### config.mk
export PLATFORM = sky130hd
export DESIGN_NAME = seven_segment_decoder
export DESIGN_NICKNAME = d
export VERILOG_FILES = /design/src/rtl/seven_segment_decoder.sv
export SDC_FILE = /design/constraint.sdc
export NUM_CORES = 1
export LEC_CHECK = 0
export CAP_MARGIN = 40
export CORE_MARGIN = 1.5
export CORE_UTILIZATION = 55
export CTS_BUF_LIST = sky130_fd_sc_hd__clkbuf_4 sky130_fd_sc_hd__clkbuf_8
export DETAILED_ROUTE_END_ITERATION = 12
export MAX_ROUTING_LAYER = met4
export PLACE_DENSITY = 0.73
export SLEW_MARGIN = 25
export SYNTH_ARGS = -nofsm -noshare
export SYNTH_HDL_FRONTEND = slang
export SYNTH_SLANG_ARGS = --single-unit
### constraint.sdc
create_clock -name i_Clk -period 2.81 [get_ports i_Clk]
set_clock_uncertainty 0.1 [all_clocks]
set_input_delay 0.562 -clock i_Clk [delete_from_list [all_inputs] [get_ports i_Clk]]
set_output_delay 0.562 -clock i_Clk [all_outputs]
set_load 0.005 [all_outputs]
### src/rtl/seven_segment_decoder.sv
// Reads a 7-segment drive pattern back into a 4-bit value after it has held steady.
// Define SEG_DECODE_HEX_EN to also accept the A-F glyphs as valid digits.
module seven_segment_decoder #(
  parameter int STABLE_CYCLES       = 250000,
  parameter int ACTIVE_LOW_SEGMENTS = 1
) (
  input  logic       i_Clk,
  input  logic       i_Rst_L,
  input  logic       i_Segment_A,
  input  logic       i_Segment_B,
  input  logic       i_Segment_C,
  input  logic       i_Segment_D,
  input  logic       i_Segment_E,
  input  logic       i_Segment_F,
  input  logic       i_Segment_G,
  output logic [3:0] o_Binary_Num,
  output logic       o_Valid,
  output logic       o_Blank,
  output logic       o_Error,
  output logic       o_Change_Pulse,
  output logic [7:0] o_Change_Count
);

  localparam int CW = 21;
  localparam logic [6:0] SYNC_IDLE = (ACTIVE_LOW_SEGMENTS != 0) ? 7'h7F : 7'h00;

  typedef enum logic [1:0] {SETTLE, ACCEPT, LOCKED} state_t;

  state_t          r_State, w_Next_State;
  logic [CW-1:0]   r_Count, w_Next_Count, w_Count_Inc;
  logic [6:0]      w_Raw, r_Sync1, r_Sync2, w_P, r_Prev, r_Ref;
  logic            w_Changed, w_Reached;
  logic [4:0]      w_Dec;

  function automatic logic [4:0] f_decode(input logic [6:0] p);
    logic [4:0] d;
    case (p)
      7'h7E:   d = {1'b1, 4'h0};
      7'h30:   d = {1'b1, 4'h1};
      7'h6D:   d = {1'b1, 4'h2};
      7'h79:   d = {1'b1, 4'h3};
      7'h33:   d = {1'b1, 4'h4};
      7'h5B:   d = {1'b1, 4'h5};
      7'h5F:   d = {1'b1, 4'h6};
      7'h70:   d = {1'b1, 4'h7};
      7'h7F:   d = {1'b1, 4'h8};
      7'h7B:   d = {1'b1, 4'h9};
`ifdef SEG_DECODE_HEX_EN
      7'h77:   d = {1'b1, 4'hA};
      7'h1F:   d = {1'b1, 4'hB};
      7'h4E:   d = {1'b1, 4'hC};
      7'h3D:   d = {1'b1, 4'hD};
      7'h4F:   d = {1'b1, 4'hE};
      7'h47:   d = {1'b1, 4'hF};
`endif
      default: d = {1'b0, 4'h0};
    endcase
    return d;
  endfunction

  assign w_Raw       = {i_Segment_A, i_Segment_B, i_Segment_C, i_Segment_D,
                        i_Segment_E, i_Segment_F, i_Segment_G};
  assign w_P         = (ACTIVE_LOW_SEGMENTS != 0) ? ~r_Sync2 : r_Sync2;
  assign w_Changed   = (w_P != r_Prev);
  assign w_Count_Inc = w_Changed ? '0 : r_Count + 1'b1;
  assign w_Reached   = (w_Count_Inc >= CW'(STABLE_CYCLES - 1));
  // r_Prev holds the settled pattern during the ACCEPT cycle
  assign w_Dec       = f_decode(r_Prev);

  // A change seen in ACCEPT restarts settling immediately so it is never lost
  always_comb begin
    w_Next_State = r_State;
    w_Next_Count = r_Count;
    case (r_State)
      SETTLE: begin
        w_Next_Count = w_Count_Inc;
        if (w_Reached) w_Next_State = ACCEPT;
      end
      ACCEPT, LOCKED: begin
        if (w_Changed) begin
          w_Next_Count = '0;
          w_Next_State = w_Reached ? ACCEPT : SETTLE;
        end else begin
          w_Next_State = LOCKED;
        end
      end
      default: begin
        w_Next_State = SETTLE;
        w_Next_Count = '0;
      end
    endcase
  end

  always_ff @(posedge i_Clk) begin
    if (!i_Rst_L) begin
      r_Sync1        <= SYNC_IDLE;
      r_Sync2        <= SYNC_IDLE;
      r_Prev         <= '0;
      r_Ref          <= '0;
      r_State        <= SETTLE;
      r_Count        <= '0;
      o_Binary_Num   <= '0;
      o_Valid        <= 1'b0;
      o_Blank        <= 1'b1;
      o_Error        <= 1'b0;
      o_Change_Pulse <= 1'b0;
      o_Change_Count <= '0;
    end else begin
      r_Sync1        <= w_Raw;
      r_Sync2        <= r_Sync1;
      r_Prev         <= w_P;
      r_State        <= w_Next_State;
      r_Count        <= w_Next_Count;
      o_Change_Pulse <= 1'b0;
      if (r_State == ACCEPT) begin
        if (w_Dec[4]) begin
          o_Binary_Num <= w_Dec[3:0];
          o_Valid      <= 1'b1;
          o_Blank      <= 1'b0;
          o_Error      <= 1'b0;
        end else if (r_Prev == 7'h00) begin
          o_Valid <= 1'b0;
          o_Blank <= 1'b1;
          o_Error <= 1'b0;
        end else begin
          o_Valid <= 1'b0;
          o_Blank <= 1'b0;
          o_Error <= 1'b1;
        end
        if (r_Prev != r_Ref) begin
          o_Change_Pulse <= 1'b1;
          o_Change_Count <= o_Change_Count + 8'd1;
          r_Ref          <= r_Prev;
        end
      end
    end
  end

endmodule

==> impl_metrics.env <==
export IMPL_power_leakage_nw=1.36
export IMPL_yosys_warnings=0
export IMPL_area_growth_pct=11.8
export IMPL_drc=0
export IMPL_first_global_vias=2377
export IMPL_final_cell_mix="dfxtp_1 (67), nand2_1 (30), nor2_1 (25), a21oi_1 (24), clkdlybuf4s50_1 (24)"
export IMPL_hold_viol_final=0
export IMPL_dpl_hpwl_um=4330
export IMPL_finalSetupTns_ns=0
export IMPL_post_cts_resized=0
export IMPL_viasPerCell=5.63
export IMPL_endpoint_kind="flip-flop"
export IMPL_cts_htree_levels=3
export IMPL_ant_nets=0
export IMPL_power_density_nw_per_um2=469
export IMPL_via_count=2716
export IMPL_antenna_found_initial=0
export IMPL_maxSlewHeadroom_pct=49.0
export IMPL_dr_pass1_iters=4
export IMPL_tritoncts="built"
export IMPL_syn_avg_cell_area_um2=8.63
export IMPL_die_w_um=81.4
export IMPL_drive_gt1_share_pct=7.86
export IMPL_post_cts_buffers=0
export IMPL_overflow=0
export IMPL_synth_flop_cell="dfxtp_1"
export IMPL_layout_nets=417
export IMPL_yosysSeqAreaShare_pct=39.7
export IMPL_ys_ff_latch=67
export IMPL_period_minus_slack_ns=2.54
export IMPL_drv_cap=0
export IMPL_hp_class="reg -> reg"
export IMPL_critPathRequiredTime_ns=2.97
export IMPL_mostFrequentLayoutCell="dfxtp_1"
export IMPL_die_area_um2=6630
export IMPL_crit_type="reg -> reg"
export IMPL_io_buffers=24
export IMPL_antennaDiodeCount=0
export IMPL_start_util_pct=57.1
export IMPL_worstMarginPinSlew_ns=0.763
export IMPL_fmax_mhz=393
export IMPL_cts_sinks=67
export IMPL_ys_async_sr_fraction_pct=0
export IMPL_num_rows=28
export IMPL_clk_pin_slew_ns=0.08
export IMPL_synth_area_um2=3380
export IMPL_postCtsHoldBufs=0
export IMPL_io_pins=25
export IMPL_status="complete, no violations"
export IMPL_placed_area_um2=3600
export IMPL_finalSetupViolCount=0
export IMPL_core_um2=5920
export IMPL_min_period_over_period_pct=90.6
export IMPL_avgRoutedWirePerCell_um=13.5
export IMPL_initialDrtViolationCount=331
export IMPL_ys_types=53
export IMPL_drt_wl_total_um=6530
export IMPL_grt_pass1_wl_um=10900
export IMPL_slew_viol_final=0
export IMPL_ir_drop_mv=0.275
export IMPL_worst_setup_path_start_kind="flip-flop"
export IMPL_die_height_um=81.4
export IMPL_root_buffer="clkbuf_8"
export IMPL_worstPathArrival_ns=2.71
export IMPL_synthCells=392
export IMPL_numCtsBuffers=9
export IMPL_synth_edf_count=0
export IMPL_rsz0062_at_grt="false"
export IMPL_clockBufferDepth=2
export IMPL_gp_congestion=0.910
export IMPL_fin_area_um2=3780
export IMPL_cp_max_fo=9
export IMPL_grt_max_degree=26
export IMPL_synth_nets=406
export IMPL_track_usage_pct=21.7
export IMPL_clock_latency_ns=0.34
## per-stage QoR
step                      worst slack (ns)  util, %  hold WS (ns)  power, mW  cells
final                                0.265     63.8         0.310       1.77    482
after global routing                0.0905     63.8         0.325       1.84    482
after CTS                            0.295     63.8         0.311       1.79    482
after detailed placement             0.304     60.9         0.293       1.07    467
after global placement               0.422     60.9         0.289       1.07    467
after floorplan                      0.559        -         0.286       1.05    392
## cell families (layout without fill, tap and decap cells)
family / after synthesis / count (layout) / synth area share (%)
and+or+nand+nor: 173 / 173 / 28.5
AOI/OAI and AO/OA: 77 / 77 / 15.5
DFF: 67 / 67 / 39.7
buffers and inverters: 34 / 49 / 4.96
xor gates and xnor gates: 28 / 28 / 7.25
muxes: 8 / 8 / 2.37
adders and majority gates: 5 / 5 / 1.85
## state kept, by name, indices dropped and copies added (netlist names)
| signal | cells |
|---|---|
| o_Change_Count | 8 |
| r_Sync2 | 7 |
| o_Binary_Num | 4 |
| o_Error | 1 |
| r_Ref | 7 |
| r_Sync1 | 7 |
| o_Valid | 1 |
| r_State | 2 |
| r_Count | 21 |
| r_Prev | 7 |
| o_Blank | 1 |
| o_Change_Pulse | 1 |
## area by class of cell
| cell class | count | area [um2] |
|---|---|---|
| clock buffers | 10 | 138 |
| clock inverters | 5 | 37.5 |
| fillers | 532 | 2140 |
| inverters | 5 | 18.8 |
| multi-input cells | 291 | 1870 |
| flip-flops and latches | 67 | 1340 |
| well taps | 75 | 93.8 |
| repair buffers | 29 | 278 |
## path summary, 6_finish.rpt
check | startpoint | end | slack, ns | cells past startpoint
setup / recovery | r_Count[0] | r_State[1] | 0.27 | 8
hold / removal | r_Sync1[3] | r_Sync2[3] | 0.31 | 1
setup reg to reg | r_Count[0] | r_State[1] | 0.27 | 8
hold reg to reg | r_Sync1[3] | r_Sync2[3] | 0.31 | 1
## layer usage
layer  part of all wire, %  vias to the layer above  GRT usage (%)
li1                      -                     1389              -
met4                   1.6                        0           8.62
met3                   4.4                       13           4.00
met2                    45                       73           31.6
met1                    49                     1241           29.7
met5                     0                        -              -
## synthesized netlist by cell type (3+ instances only)
master	instances	area, um2
ha_1	5	62.6
nand3_1	16	80.1
nor3_1	19	95.1
nor2b_1	19	119
buf_4	4	30.0
a21oi_1	24	120
inv_1	5	18.8
nor4_1	3	18.8
nor3b_1	3	22.5
o21a_1	5	37.5
or4_1	4	30.0
and2_1	10	62.6
nand2b_1	18	113
and3_1	6	37.5
nand2_1	30	113
a21o_1	12	90.1
nand4_1	3	18.8
xor2_1	6	52.6
dfxtp_1	67	1340
clkbuf_1	14	52.6
xnor2_1	22	193
nor2_1	25	93.8
o22ai_1	3	18.8
a22oi_1	4	30.0
o21ai_0	10	50.1
a21boi_0	3	22.5
mux2i_1	8	80.1
or3_1	6	37.5
buf_2	8	40.0
## report_power, final
group          internal (mW)  switching [mW]  leakage (nW)  total [mW]
clock                  0.344           0.383        0.0852       0.727
combinational         0.0365          0.0341         0.734      0.0706
sequential             0.963          0.0143         0.544       0.977
total                   1.34           0.432          1.36        1.77
## critical path: stages, from the launching register on
cell	delay, ns
dfxtp_1	0.45
ha_1	0.35
nand3_2	0.22
nor3_1	0.27
xor2_1	0.11
a31o_1	0.20
o311ai_2	0.33
and3_1	0.22
mux2i_1	0.20
No activity file was read; power rests on OpenSTA's default activity.
